`src/rtl/regfile_sb.sv`:
```
// Multi-port register file with a per-register busy scoreboard.
// After reset the block walks every register once to load its init value,
// then raises ready and serves combinational reads with write-through bypass.
module regfile_sb #(
   parameter int REGISTER_WIDTH      = 32,
   parameter int REGISTER_ADDR_WIDTH = 5,
   parameter int NUM_RD              = 2,
   parameter int NUM_WR              = 2,
   parameter int INIT_STYLE          = 2
) (
   input  logic                                  cpu_clk,
   input  logic                                  cpu_rst,
   input  logic [NUM_RD*REGISTER_ADDR_WIDTH-1:0] rd_addr,
   output logic [NUM_RD*REGISTER_WIDTH-1:0]      rd_data,
   output logic [NUM_RD-1:0]                     rd_busy,
   input  logic [NUM_WR-1:0]                     wr_en,
   input  logic [NUM_WR*REGISTER_ADDR_WIDTH-1:0] wr_addr,
   input  logic [NUM_WR*REGISTER_WIDTH-1:0]      wr_data,
   input  logic                                  iss_valid,
   input  logic [REGISTER_ADDR_WIDTH-1:0]        iss_addr,
   input  logic                                  flush,
   output logic                                  ready
);

   localparam int AW    = REGISTER_ADDR_WIDTH;
   localparam int W     = REGISTER_WIDTH;
   localparam int D     = 2**AW;
   localparam int PRODW = W + AW + 2;

   typedef enum logic {ST_INIT = 1'b0, ST_RUN = 1'b1} state_t;

   state_t          state;
   logic [AW-1:0]   init_cnt;
   logic [D-1:0]    busy;
   logic [D-1:0]    busy_nxt;
   logic [W-1:0]    regs [D];

   // Init value for register idx, computed wide and then truncated to W bits.
   function automatic logic [W-1:0] init_value(input logic [AW-1:0] idx);
      logic [PRODW-1:0] wide;
      wide = PRODW'(idx);
      if (INIT_STYLE == 0) begin
         return wide[W-1:0];
      end else if (INIT_STYLE == 1) begin
         wide = wide * PRODW'(3);
         return wide[W-1:0];
      end else begin
         return '0;
      end
   endfunction

   // Next busy vector: write-backs clear, issue sets (and wins), flush clears all.
   always_comb begin
      busy_nxt = busy;
      for (int j = 0; j < NUM_WR; j++) begin
         if (wr_en[j] && (wr_addr[j*AW +: AW] != '0)) begin
            busy_nxt[wr_addr[j*AW +: AW]] = 1'b0;
         end
      end
      if (flush) begin
         busy_nxt = '0;
      end else if (iss_valid && (iss_addr != '0)) begin
         busy_nxt[iss_addr] = 1'b1;
      end
   end

   // Control FSM: INIT sweeps the init counter, RUN owns the scoreboard.
   always_ff @(posedge cpu_clk or posedge cpu_rst) begin
      if (cpu_rst) begin
         state    <= ST_INIT;
         init_cnt <= '0;
         ready    <= 1'b0;
         busy     <= '0;
      end else begin
         case (state)
            ST_INIT: begin
               init_cnt <= init_cnt + 1'b1;
               if (&init_cnt) begin
                  state <= ST_RUN;
                  ready <= 1'b1;
               end
            end
            ST_RUN: begin
               busy <= busy_nxt;
            end
            default: begin
               state <= ST_INIT;
            end
         endcase
      end
   end

   // Register storage: init sweep, then port writes with the highest port winning.
   always_ff @(posedge cpu_clk) begin
      if (state == ST_INIT) begin
         regs[init_cnt] <= init_value(init_cnt);
      end else begin
         for (int j = 0; j < NUM_WR; j++) begin
            if (wr_en[j] && (wr_addr[j*AW +: AW] != '0)) begin
               regs[wr_addr[j*AW +: AW]] <= wr_data[j*W +: W];
            end
         end
      end
   end

   // Combinational read ports with write-through bypass of data and busy clear.
   always_comb begin
      logic [AW-1:0] ra;
      logic [W-1:0]  rv;
      logic          hit;
      rd_data = '0;
      rd_busy = '0;
      ra      = '0;
      rv      = '0;
      hit     = 1'b0;
      for (int k = 0; k < NUM_RD; k++) begin
         ra  = rd_addr[k*AW +: AW];
         rv  = regs[ra];
         hit = 1'b0;
         for (int j = 0; j < NUM_WR; j++) begin
            if (wr_en[j] && (wr_addr[j*AW +: AW] == ra)) begin
               hit = 1'b1;
               rv  = wr_data[j*W +: W];
            end
         end
         if ((state == ST_RUN) && (ra != '0)) begin
            rd_data[k*W +: W] = rv;
            rd_busy[k]        = busy[ra] & ~hit;
         end
      end
   end

endmodule

```
`config.mk`:
```
export PLATFORM = sky130hd
export DESIGN_NAME = regfile_sb
export DESIGN_NICKNAME = d
export VERILOG_FILES = /design/src/rtl/regfile_sb.sv
export SDC_FILE = /design/constraint.sdc
export NUM_CORES = 2
export LEC_CHECK = 0
export CAP_MARGIN = 20
export CORE_UTILIZATION = 40
export DETAILED_ROUTE_END_ITERATION = 10
export GPL_ROUTABILITY_DRIVEN = 0
export PLACE_DENSITY_LB_ADDON = 0.08
export RECOVER_POWER = 100
export SLEW_MARGIN = 20
export SYNTH_ARGS = -nofsm -noshare
export SYNTH_HDL_FRONTEND = slang
export SYNTH_SLANG_ARGS = --single-unit
```
`constraint.sdc`:
```
create_clock -name cpu_clk -period 4.4 [get_ports cpu_clk]
set_clock_uncertainty 0.2 [all_clocks]
set_input_delay 0.88 -clock cpu_clk [delete_from_list [all_inputs] [get_ports cpu_clk]]
set_output_delay 0.88 -clock cpu_clk [all_outputs]
set_load 0.03 [all_outputs]
```
# Yosys cells after proc, flatten, opt, wreduce, memory -nomap -nowiden
# Memory sizes are Yosys's and may differ from the RTL's.
# Cells that the tools add are included.
# word_totals
ram_bits	1024
mem_count	1
input_bits	95
out_inout_bits	67
register_bits	39
elab_cells	87
# classes
eq_ne	4
n_bitwise	10
addsub	1
magnitude_cmp	8
reduce_logical	20
n_mux	39
# mem_list
name	words	width	rd	rd_ports_with_merged_regs	write_ports	line_no	rtl
regs	32	32	2	0	2	36	logic [W-1:0] regs [D];
# ops
operator	count
$mux W32	12
$and A32 B32 Y32	2
$not A32 Y32	2
$or A32 B32 Y32	1
$reduce_or A32 Y1	1
$lt A5 B6 Y1 const B	5
$reduce_bool A5 Y1	5
$mux W1	21
$eq A5 B5 Y1	4
$demux W1 S5	3
$ge A5 B1 Y1 const B	3
$logic_and A1 B1 Y1	12
$bmux W1 S5	2
$reduce_and A6 Y1	1
$add A5 B1 Y5 const B	1
$mux W5	1
$reduce_and A5 Y1	1
$not A1 Y1	3
$and A1 B1 Y1	2

# Logic depth before layout (Yosys ltp)
# logic_depth
depth_word	12
depth_mapped	10
ltp_nobuf	6

# Worst setup path after synthesis
# OpenSTA, ideal clock, no wires.
# synth_path
path_kind	input to register
start	input port wr_addr[8]
end	memory regs[30][0] (netlist name), enable pin
path_slack_ps	-688
required_time_ps	3734
path_buffers	4
stages	7
setup_time_ps	466
t_arrival_ps	4423
cell_sequence	clkbuf_1 clkbuf_1 and3_1 nand2_1 clkbuf_1 buf_1 o21ai_0
# synth_lines
element	line_no	rtl
start: declaration	17	input logic [NUM_WR*REGISTER_ADDR_WIDTH-1:0] wr_addr,
end: declaration	36	

# Worst setup path in the final report
# layout_path
start	input port wr_en[0]
end	output port rd_data[21]
# layout_between
elab_chain_len	4
# layout_rtl
element	line_no	rtl
start: declaration	16	input logic [NUM_WR-1:0] wr_en,
$logic_and A1 B1 Y1	121	if (wr_en[j] && (wr_addr[j*AW +: AW] == ra)) begin
$mux W32 (2 in series)	121	
$mux W32	126	if ((state == ST_RUN) && (ra != '0)) begin
end: declaration	14	output logic [NUM_RD*REGISTER_WIDTH-1:0] rd_data,
# Every way passes these cells.

==> qor.log <==
qor: status.status finished with violations
qor: status.violations capacitance limit, slew limit, setup timing
qor: detailed_routing.detail_route.wirelength 282000 um
qor: logic_synthesis.postSynthRegisterBits 1063
qor: cts.htree_levels 4
qor: logic_synthesis.synth_most_common_cell sky130_fd_sc_hd__nand2_1
qor: power_and_ir_drop.vdd.ir_drop.worst 0.377 mV
qor: detailed_routing.avgRoutedWirePerCell 36.2 um
qor: timing.rsz_0062_raised_after_global_routing yes
qor: cts.clk_transition_reported_paths 0.06 ns
qor: global_routing.grt.overflow.total 0
qor: timing.timing.final.max_slew_violations 68
qor: timing.fin_worst_hold_slack 0.301 ns
qor: worst_setup_path.worst-endpoint-arrival 3.36 ns
qor: timing.timing_worst_slew_pin_value 1.83 ns
qor: logic_synthesis.syn-instance-count 5509
qor: worst_setup_path.cp_common_cell sky130_fd_sc_hd__buf_4
qor: worst_setup_path.worst-setup-path-type in2out
qor: place.post-place-ws -0.473 ns
qor: logic_synthesis.synthDominantAreaCellType sky130_fd_sc_hd__edfxtp_1
qor: final_layout.layout-area-overhead-vs-synth 19.5%
qor: logic_synthesis.ys_top_cells_by_area sky130_fd_sc_hd__edfxtp_1 49%, sky130_fd_sc_hd__mux4_2 16%, sky130_fd_sc_hd__o21ai_0 8.4%, sky130_fd_sc_hd__nand2_1 7.2%, sky130_fd_sc_hd__mux2i_1 4.1%
qor: logic_synthesis.netlist_area 62500 sq um
qor: worst_setup_path.slowest_delay 0.52 ns
qor: floorplanning.top_level_ports 162
qor: logic_synthesis.postSynth.asyncResetShare 0.0367
qor: timing.max_freq 225 MHz
qor: power_and_ir_drop.power.static_leakage 27.9 nW
qor: logic_synthesis.yosys.cell_types.count 64
qor: detailed_routing.detail_route.first_pass.iterations 6
qor: detailed_routing.routed_via_density 6.70
qor: final_layout.fin_nets 5734
qor: detailed_routing.route.vias.total 52200
qor: cts.cts.sink_count 1063
qor: timing.setup_slack -0.0368 ns
qor: floorplanning.design.die.area 158000 sq um
qor: cts.cts-root-buf sky130_fd_sc_hd__clkbuf_16
qor: detailed_routing.antenna_left 0
qor: global_routing.grt_pass1_wl 388000 um
qor: cts.total_of_hold_buffers_inserted_after_clock_tree_synthesis 0
qor: floorplanning.initial_utilization 0.404
qor: detailed_routing.detail_route.drc_violations 0
qor: logic_synthesis.dominant_synthesized_flop_cell sky130_fd_sc_hd__edfxtp_1
qor: timing.final_period_minus_worst_setup_slack 4.44 ns
qor: worst_setup_path.crit_slowest_cell sky130_fd_sc_hd__clkdlybuf4s50_1
qor: floorplanning.die_w 397 um
qor: global_routing.initial_antenna_violation_count 7
qor: worst_hold_path.holdCritPathClass reg2reg
qor: cts.cts_buf_count 130
qor: logic_synthesis.avgSynthCellArea 11.3 sq um
qor: cts.cts_tree built
qor: timing.report.final.hold_viol_count 0
qor: worst_setup_path.regToRegSetupSlack 0.09 ns
qor: logic_synthesis.net_count_after_synthesis 5606
qor: worst_setup_path.critical_path.max_fanout 9
qor: timing.finalCritPeriodShare 1.01
qor: place.buffer_ports.inserted 161
qor: logic_synthesis.ys_top_cells_by_count 1192 x sky130_fd_sc_hd__nand2_1, 1046 x sky130_fd_sc_hd__o21ai_0, 1024 x sky130_fd_sc_hd__edfxtp_1, 490 x sky130_fd_sc_hd__clkbuf_1, 439 x sky130_fd_sc_hd__mux4_2
qor: timing.fin_setup_tns -0.210 ns
qor: global_routing.globalRouteTotalUtil 0.351
qor: detailed_routing.initialDrtViolationCount 8228
qor: power_and_ir_drop.p_per_area 343 nW/um^2
qor: logic_synthesis.netlist.area_leader.share 0.492
qor: floorplanning.core.rowCount 144
qor: floorplanning.core_region_area 155000 sq um
qor: cts.number_of_buffers_on_the_longest_clock_path 3
qor: worst_setup_path.critical_path.endpoint_type output port
qor: place.dp_hpwl 172000 um
qor: run.cap_viol_max_count 2
qor: worst_setup_path.cp_cell_sequence clkdlybuf4s50_1 -> and2_2 -> and2_4 -> clkbuf_4 -> nor4_2 -> buf_4 -> clkbuf_2 -> a221o_1 -> buf_4
qor: floorplanning.die_height 397 um
qor: timing.slew_headroom -0.219
qor: worst_setup_path.cp_data_required_time 3.32 ns
qor: logic_synthesis.count_of_flip_flops_with_a_built_in_enable_after_synthesis 1024
qor: final_layout.layout-drive-gt1-share 0.231
qor: cts.clkLatencyLatePin 0.78 ns
qor: logic_synthesis.synth.yosys.warnings 0
qor: worst_setup_path.critical_path.startpoint_type input pin
qor: global_routing.grt_max_degree 66
qor: timing.report.final.setup_viol 12
qor: global_routing.first_global_vias 48800
qor: logic_synthesis.synth_sequential_area_ratio 0.507
cell families after synthesis:
family                   Yosys count  share of synthesized area
XOR/XNOR                          23                    0.00322
AND/OR/NAND/NOR                 1381                     0.0881
AO/OA/AOI/OAI                   1604                      0.153
multiplexers                     702                      0.200
buffers and inverters            734                     0.0476
adder cells (fa/ha/maj)            2                   0.000400
flip-flops                      1063                      0.507
what timing repair did:
item / 4_1_cts / 5_1_grt
gates cloned: 3 / 5
pin swaps: 2 / 12
setup buffers: 14 / 31
gates resized for setup: 70 / 57
endpoints found under the setup margin: 35 / 60
area by class of cell:
type / count / area [sq um]
fill: 13700 / 79900
sequential: 1063 / 31700
multi-input combinational: 3712 / 28600
timing repair buffer: 690 / 7620
clock buffer: 174 / 3580
tap: 2044 / 2560
clock inverter: 61 / 465
inverter: 40 / 155
antenna: 5 / 12.5
power breakdown:
| group | switching (mW) | total, mW | internal (mW) |
|---|---|---|---|
| registers | 0.0159 | 11.2 | 11.2 |
| logic | 2.32 | 3.83 | 1.51 |
| clock network | 4.62 | 10.6 | 5.97 |
| total | 6.95 | 25.6 | 18.7 |
cell usage in the layout, fill, tap and decap left out, drive strengths merged, types with 6 or more instances in the layout:
cell type / instances
xnor2: 17
or3b: 6
o2bb2ai: 22
mux2i: 258
dlymetal6s2s: 8
buf: 490
a21oi: 98
a221oi: 31
dfrtp: 39
clkbuf: 285
o22ai: 96
o21ai: 1049
clkdlybuf4s50: 75
a31oi: 8
clkinv: 49
nand2: 1192
o221ai: 121
nor2: 59
nand3: 42
nor3b: 7
a2111oi: 32
inv: 45
nor2b: 13
edfxtp: 1024
o2111ai: 30
mux4: 439
and2: 6
nor3: 10
nand3b: 12
xor2: 6
a22o: 30
a221o: 60
flip-flops by register name, summed over array words and instances (netlist names):
signal / flops
init_cnt: 5
ready: 1
busy: 32
state: 1
regs: 1024
worst max-delay path, delay by kind of cell:
| family | cells | cell delay [ns] |
|---|---|---|
| AND/OR/NAND/NOR | 3 | 0.63 |
| AO/OA/AOI/OAI | 1 | 0.20 |
| buffers and inverters | 5 | 1.58 |
per-stage QoR:
stage | instance area, sq um | power [mW] | utilization | cells
after floorplan | 62600 | 13.4 | - | 5509
after global placement | 70800 | 15.1 | 0.458 | 7496
after detailed placement | 70800 | 15.1 | 0.458 | 7496
after CTS | 75400 | 25.6 | 0.488 | 7748
after global routing | 74700 | 26.2 | 0.483 | 7784
final | 74700 | 25.6 | 0.483 | 7789
worst paths after layout:
kind	start	endpoint	depth (start not counted)
min	busy[3]	busy[3]	2
min in group asynchronous	cpu_rst	busy[12]	2
min reg2reg	busy[3]	busy[3]	2
max	wr_en[0]	rd_data[21]	9
max reg2reg	state	regs[28][13]	5
max in group asynchronous	cpu_rst	state	3
metal layers:
layer | global-route usage | part of all wire | up-vias | wire, um
met4 | 0.143 | 0.048 | 4 | 13400
met2 | 0.524 | 0.44 | 3906 | 124000
li1 | - | - | 21400 | -
met3 | 0.0822 | 0.12 | 681 | 34500
met1 | 0.491 | 0.39 | 26200 | 110000
met5 | 0 | 0.000096 | - | 27
Power figures use the tool's default switching activity.
